$ cat config.mk
export PLATFORM = sky130hd
export DESIGN_NAME = multi_bank_rotating_buffer
export DESIGN_NICKNAME = d
export VERILOG_FILES = /design/src/rtl/multi_bank_rotating_buffer.sv
export SDC_FILE = /design/constraint.sdc
export NUM_CORES = 2
export LEC_CHECK = 0
export CORE_AREA = 5 5 392 394
export CTS_BUF_LIST = sky130_fd_sc_hd__clkbuf_16
export DETAILED_ROUTE_END_ITERATION = 10
export DIE_AREA = 0 0 397 399
export PLACE_DENSITY = 0.71
export SLEW_MARGIN = 20
export SYNTH_ARGS = -nofsm -noshare
export SYNTH_HDL_FRONTEND = slang
export SYNTH_SLANG_ARGS = --single-unit
$ cat constraint.sdc
create_clock -name clk_i -period 4.9 [get_ports clk_i]
set_input_delay 0.49 -clock clk_i [delete_from_list [all_inputs] [get_ports clk_i]]
set_output_delay 0.49 -clock clk_i [all_outputs]
set_load 0.01 [all_outputs]
$ cat src/rtl/multi_bank_rotating_buffer.sv
// Round-robin N-bank staging buffer feeding the matmul feeders; each full bank may be replayed.
// Compile-time option: RBUF_REPLAY_EN honours READ_PASSES, otherwise every bank is read exactly once.
module multi_bank_rotating_buffer #(
    parameter int DATA_WIDTH  = 16,
    parameter int NUM_CH      = 4,
    parameter int DEPTH       = 16,
    parameter int NUM_BANKS   = 2,
    parameter int READ_PASSES = 1
) (
    input  logic                           clk_i,
    input  logic                           rst_n_i,
    input  logic                           flush_i,
    input  logic                           in_valid_i,
    output logic                           in_ready_o,
    input  logic [NUM_CH*DATA_WIDTH-1:0]   in_data_i,
    output logic                           out_valid_o,
    input  logic                           out_ready_i,
    output logic [NUM_CH*DATA_WIDTH-1:0]   out_data_o,
    output logic                           out_last_o,
    output logic [$clog2(NUM_BANKS)-1:0]   out_bank_o,
    output logic [$clog2(NUM_BANKS+1)-1:0] full_cnt_o
);
    localparam int W  = NUM_CH * DATA_WIDTH;
    localparam int AW = $clog2(DEPTH);
    localparam int BW = $clog2(NUM_BANKS);
    localparam int CW = $clog2(NUM_BANKS + 1);

    typedef enum logic [1:0] {B_EMPTY, B_FILLING, B_FULL, B_DRAINING} bank_st_e;
    typedef enum logic {R_IDLE, R_RUN} rd_st_e;

    logic [W-1:0]  mem_q [NUM_BANKS][DEPTH];
    bank_st_e      status_q [NUM_BANKS];
    bank_st_e      status_d [NUM_BANKS];
    logic [BW-1:0] wr_bank_q, wr_bank_d, rd_bank_q, rd_bank_d;
    logic [AW-1:0] wr_addr_q, wr_addr_d, rd_addr_q, rd_addr_d;
    rd_st_e        rd_state_q, rd_state_d;
    logic          rd_done_q, rd_done_d;
    logic          out_valid_q, out_valid_d;
    logic          out_last_q, out_last_d;
    logic [W-1:0]  out_data_q, out_data_d;
    logic [BW-1:0] out_bank_q, out_bank_d;
    logic [CW-1:0] full_cnt_q, full_cnt_d;
    logic          wr_fire, wr_wrap, rd_wrap, fetch, rd_release, last_pass;

`ifdef RBUF_REPLAY_EN
    localparam int PASSES = READ_PASSES;
    localparam int PW     = (PASSES > 1) ? $clog2(PASSES) : 1;
    logic [PW-1:0] pass_q, pass_d;
    assign last_pass = (pass_q == PW'(PASSES - 1));
`else
    logic unused_passes;
    assign unused_passes = |READ_PASSES;
    assign last_pass     = 1'b1;
`endif

    function automatic logic [BW-1:0] bank_inc(input logic [BW-1:0] b);
        return (b == BW'(NUM_BANKS - 1)) ? '0 : b + 1'b1;
    endfunction

    // Ready comes only from registered status, so a release never collides with a fill.
    assign in_ready_o = (status_q[wr_bank_q] == B_EMPTY) || (status_q[wr_bank_q] == B_FILLING);
    assign wr_fire    = in_valid_i && in_ready_o && !flush_i;
    assign wr_wrap    = (wr_addr_q == AW'(DEPTH - 1));
    assign rd_wrap    = (rd_addr_q == AW'(DEPTH - 1));
    assign fetch      = (rd_state_q == R_RUN) && !rd_done_q && (!out_valid_q || out_ready_i);
    // rd_done_q marks the final beat sitting in the output register; release waits for its acceptance.
    assign rd_release = (rd_state_q == R_RUN) && rd_done_q && out_valid_q && out_ready_i;

    always_comb begin
        status_d    = status_q;
        wr_bank_d   = wr_bank_q;
        wr_addr_d   = wr_addr_q;
        rd_bank_d   = rd_bank_q;
        rd_addr_d   = rd_addr_q;
        rd_state_d  = rd_state_q;
        rd_done_d   = rd_done_q;
        out_valid_d = out_valid_q;
        out_last_d  = out_last_q;
        out_data_d  = out_data_q;
        out_bank_d  = out_bank_q;
        full_cnt_d  = full_cnt_q + CW'(wr_fire && wr_wrap) - CW'(rd_release);
`ifdef RBUF_REPLAY_EN
        pass_d      = pass_q;
`endif

        if (wr_fire) begin
            status_d[wr_bank_q] = wr_wrap ? B_FULL : B_FILLING;
            wr_addr_d           = wr_wrap ? '0 : wr_addr_q + 1'b1;
            if (wr_wrap) wr_bank_d = bank_inc(wr_bank_q);
        end

        case (rd_state_q)
            R_IDLE: begin
                if (status_q[rd_bank_q] == B_FULL) begin
                    status_d[rd_bank_q] = B_DRAINING;
                    rd_state_d          = R_RUN;
                    rd_addr_d           = '0;
`ifdef RBUF_REPLAY_EN
                    pass_d              = '0;
`endif
                end
            end
            R_RUN: begin
                if (fetch) begin
                    rd_addr_d = rd_wrap ? '0 : rd_addr_q + 1'b1;
                    if (rd_wrap) begin
                        if (last_pass) rd_done_d = 1'b1;
`ifdef RBUF_REPLAY_EN
                        else pass_d = pass_q + 1'b1;
`endif
                    end
                end
                if (rd_release) begin
                    status_d[rd_bank_q] = B_EMPTY;
                    rd_bank_d           = bank_inc(rd_bank_q);
                    rd_state_d          = R_IDLE;
                    rd_done_d           = 1'b0;
                end
            end
            default: rd_state_d = R_IDLE;
        endcase

        if (fetch) begin
            out_valid_d = 1'b1;
            out_data_d  = mem_q[rd_bank_q][rd_addr_q];
            out_last_d  = rd_wrap;
            out_bank_d  = rd_bank_q;
        end else if (out_ready_i) begin
            out_valid_d = 1'b0;
        end

        if (flush_i) begin
            for (int i = 0; i < NUM_BANKS; i++) status_d[i] = B_EMPTY;
            wr_bank_d   = '0;
            wr_addr_d   = '0;
            rd_bank_d   = '0;
            rd_addr_d   = '0;
            rd_state_d  = R_IDLE;
            rd_done_d   = 1'b0;
            out_valid_d = 1'b0;
            full_cnt_d  = '0;
`ifdef RBUF_REPLAY_EN
            pass_d      = '0;
`endif
        end
    end

    always_ff @(posedge clk_i) begin
        if (wr_fire) mem_q[wr_bank_q][wr_addr_q] <= in_data_i;
    end

    always_ff @(posedge clk_i or negedge rst_n_i) begin
        if (!rst_n_i) begin
            for (int i = 0; i < NUM_BANKS; i++) status_q[i] <= B_EMPTY;
            wr_bank_q   <= '0;
            wr_addr_q   <= '0;
            rd_bank_q   <= '0;
            rd_addr_q   <= '0;
            rd_state_q  <= R_IDLE;
            rd_done_q   <= 1'b0;
            out_valid_q <= 1'b0;
            out_last_q  <= 1'b0;
            out_data_q  <= '0;
            out_bank_q  <= '0;
            full_cnt_q  <= '0;
`ifdef RBUF_REPLAY_EN
            pass_q      <= '0;
`endif
        end else begin
            status_q    <= status_d;
            wr_bank_q   <= wr_bank_d;
            wr_addr_q   <= wr_addr_d;
            rd_bank_q   <= rd_bank_d;
            rd_addr_q   <= rd_addr_d;
            rd_state_q  <= rd_state_d;
            rd_done_q   <= rd_done_d;
            out_valid_q <= out_valid_d;
            out_last_q  <= out_last_d;
            out_data_q  <= out_data_d;
            out_bank_q  <= out_bank_d;
            full_cnt_q  <= full_cnt_d;
`ifdef RBUF_REPLAY_EN
            pass_q      <= pass_d;
`endif
        end
    end

    assign out_valid_o = out_valid_q;
    assign out_data_o  = out_data_q;
    assign out_last_o  = out_last_q;
    assign out_bank_o  = out_bank_q;
    assign full_cnt_o  = full_cnt_q;

endmodule

==> impl_metrics.env <==
export IMPL_clkLatencyLatePin_ns=0.84
export IMPL_syn_avg_cell_area_um2=21.5
export IMPL_synth_top_family_by_area="multiplexers"
export IMPL_ir_drop_mv=0.325
export IMPL_cpPeakStageDelay_ns=1.12
export IMPL_multiInputGateArea_um2=17100
export IMPL_grt_usage_pct=25.0
export IMPL_synth_warnings=0
export IMPL_cts_setup_buffers=0
export IMPL_place_gp_congestion=0.776
export IMPL_critPathLaunchType="register"
export IMPL_skew_ns=0.0370
export IMPL_final_area_um2=92100
export IMPL_core_area_um2=149000
export IMPL_fmax_mhz=311
export IMPL_arrival_ns=3.87
export IMPL_grt_pass1_vias=40200
export IMPL_ios=139
export IMPL_cts_buffers=203
export IMPL_rows=142
export IMPL_slew_headroom_pct=21.9
export IMPL_hold_viol=0
export IMPL_synth_distinct_cells=59
export IMPL_crit_slowest_cell="nand3_4"
export IMPL_dieWidth_um=397
export IMPL_leakage_nw=28.2
export IMPL_h_tree_depth=4
export IMPL_finalCritPeriodShare_pct=65.7
export IMPL_syn_nets=3873
export IMPL_status="finished clean"
export IMPL_ff_latch_area_um2=63600
export IMPL_power_density_nw_per_um2=393
export IMPL_ys_ff_latch=2133
export IMPL_final_net_count=4101
export IMPL_antenna_left=0
export IMPL_syn_inst=3797
export IMPL_drv_cap=0
export IMPL_dp_hpwl_mm=106
export IMPL_port_buffers=138
export IMPL_finalCriticalPeriod_ns=3.22
export IMPL_drive_above_1_share_pct=21.7
export IMPL_setup_viol=0
export IMPL_required_ns=5.55
export IMPL_comb_power_share_pct=2.2
export IMPL_grt_max_degree=91
export IMPL_yosysTopAreaCell="edfxtp_1"
export IMPL_hold_path_class="in2reg"
export IMPL_p_int_mw=28.9
export IMPL_cts_tree="done"
export IMPL_synth_main_ff_cell="edfxtp_1"
export IMPL_synthAdderAreaFrac_pct=0.107
export IMPL_synthMuxAreaShare_pct=15.1
export IMPL_overflow=0
export IMPL_ctsLongestPathBuffers=3
export IMPL_pre_cts_ws_ns=1.33
export IMPL_setup_ws_ns=1.68
export IMPL_p_total_mw=36.2
export IMPL_vias=40100
export IMPL_clk_pin_slew_ns=0.07
export IMPL_cp_max_fo=51
export IMPL_path_cells="clkinv_1, nand3_4, o211ai_1"
export IMPL_finalSetupTns_ns=0
export IMPL_drt_wl_total_mm=196
export IMPL_synth_compound_area_share_pct=4.36
export IMPL_synth_edf_count=2048
export IMPL_fillerInstances=10100
export IMPL_postPlaceCellArea_um2=85800
export IMPL_drcViolationCount=0
export IMPL_mappedNetlistArea_um2=81800
export IMPL_path_class="reg2reg"
export IMPL_antenna_found_initial=12
export IMPL_hold_buffers=1
export IMPL_vias_per_cell=6.44
export IMPL_postCtsResizedCells=0
export IMPL_async_flop_share_pct=3.98
export IMPL_grt_pass1_wl_mm=286
export IMPL_firstDrtPassIters=5
export IMPL_rsz0062_at_grt="false"
export IMPL_synth_xor_area_share_pct=0.0643
export IMPL_ys_seq_area_share_pct=77.8
export IMPL_wl_per_cell_um=31.6
export IMPL_synth_simple_area_share_pct=0.918
export IMPL_drv_slew=0
export IMPL_die_h_um=399
export IMPL_cts_root_buf="clkbuf_16"
export IMPL_area_growth_pct=12.6
export IMPL_end_kind="register"
export IMPL_dieArea_um2=158000
export IMPL_cts_sinks=2133
export IMPL_start_util_pct=54.7
export IMPL_power_switching_mw=7.32
export IMPL_synth_top_area_share_pct=75.2
export IMPL_drt_first_iter_violations=4805
export IMPL_sequentialPowerShare_pct=56.0
export IMPL_clockPowerShare_pct=41.8
export IMPL_worst_pin_slew_ns=1.17
export IMPL_yosys_top_cells_area="edfxtp_1 (75%), mux4_2 (9.0%), mux2i_1 (4.7%), dfrtp_1 (2.6%), a22oi_1 (1.4%)"
export IMPL_swShare_pct=20.2
-- power by group through the flow --
stage                     clock network, mW  logic (mW)  registers, mW
after floorplan                           0       0.184           20.6
after global placement                    0       0.797           20.7
after detailed placement                  0       0.825           20.7
after CTS                              15.3       0.830           20.3
after global routing                   16.1       0.870           20.3
final                                  15.1       0.807           20.3
-- state kept, by name, indices dropped and copies added (netlist names) --
register	cells
mem_q	2048
out_data_o	64
rd_addr_q	4
status_q	4
wr_addr_q	4
full_cnt_o	2
out_bank_o	1
out_last_o	1
out_valid_o	1
rd_bank_q	1
rd_done_q	1
rd_state_q	1
wr_bank_q	1
-- per-layer routing --
| layer | GRT usage (%) | routed length (µm) | vias to the layer above | share of wire, % |
|---|---|---|---|---|
| met5 | 0 | 69 | - | 0.035 |
| met4 | 6.55 | 4780 | 10 | 2.4 |
| met3 | 5.46 | 18600 | 318 | 9.5 |
| met2 | 39.8 | 95100 | 1983 | 48 |
| met1 | 35.8 | 77800 | 21300 | 40 |
| li1 | - | - | 16500 | - |
-- stage by stage --
step,util [%],hold WS [ns],std cells
CTS,61.8,0.177,6220
detailed placement,57.4,0.485,5835
global route,61.7,0.158,6220
finish,61.7,0.165,6223
global placement,57.5,0.482,5835
floorplan,-,0.194,3797
-- cell families after synthesis --
kind of cell | after synthesis
xor+xnor | 6
flops | 2133
mux | 807
simple gates | 148
compound gates | 460
buf+inv | 236
fa+ha+maj | 7
-- cell usage after synthesis (all sizes together), types with 7 or more instances --
cell and instances:
a2bb2oi 30, clkbuf 74, o211ai 50, a221o 51, edfxtp 2048, a21oi 60
dfrtp 85, mux4 333, ha 7, nor2 41, mux2i 385, nor2b 34
a32oi 63, a211oi 27, nand2 37, buf 155, a22oi 148, o311ai 13
mux2 89
-- critical path, delay by kind of cell (launching register included) --
kind	cells	cell delay [ns]
simple gates	1	1.12
flops	1	0.71
buf+inv	1	0.87
compound gates	1	0.25
-- placed cells by master (no fill, tap or decap), types with 7 or more instances in the layout --
cell type,n
clkinv_2,36
nor2_4,31
a22oi_1,148
a21oi_1,60
clkbuf_16,207
a2bb2oi_1,30
a32oi_1,63
o211ai_1,50
buf_4,89
a211oi_1,27
mux2_2,89
nor2_1,9
o311ai_1,13
clkinv_1,50
dfrtp_1,81
edfxtp_1,2048
nor2b_1,31
ha_1,7
a221o_1,51
mux2i_1,385
nand2_1,36
buf_2,43
inv_1,59
bufinv_16,15
buf_12,24
mux4_2,328
clkdlybuf4s50_1,94
clkinv_8,8
-- final cells by class --
type	instances	share of cell area (%)
diodes	3	0.00815
clock buffers	207	5.62
clock inverters	177	1.41
inverters	7	0.0340
multi-input cells	1428	18.6
flip-flops and latches	2133	69.1
well taps	2016	2.74
repair buffers	252	2.52
-- final timing paths --
path / slack [ns] / cells past startpoint / start / to
worst max-delay path: 1.68 / 3 / rd_addr_q[2]$_DFFE_PN0P_ / out_data_o[58]$_DFFE_PN0P_
worst min-delay path: 0.17 / 1 / in_data_i[20] / mem_q[1][276]$_DFFE_PP_
worst max register to register: 1.68 / 3 / rd_addr_q[2]$_DFFE_PN0P_ / out_data_o[58]$_DFFE_PN0P_
worst min register to register: 0.50 / 2 / out_bank_o$_DFFE_PN0P_ / out_bank_o$_DFFE_PN0P_
max in group asynchronous: 3.39 / 3 / rst_n_i / out_data_o[7]$_DFFE_PN0P_
min in group asynchronous: 0.26 / 2 / rst_n_i / out_bank_o$_DFFE_PN0P_
Power figures use the tool's default switching activity.
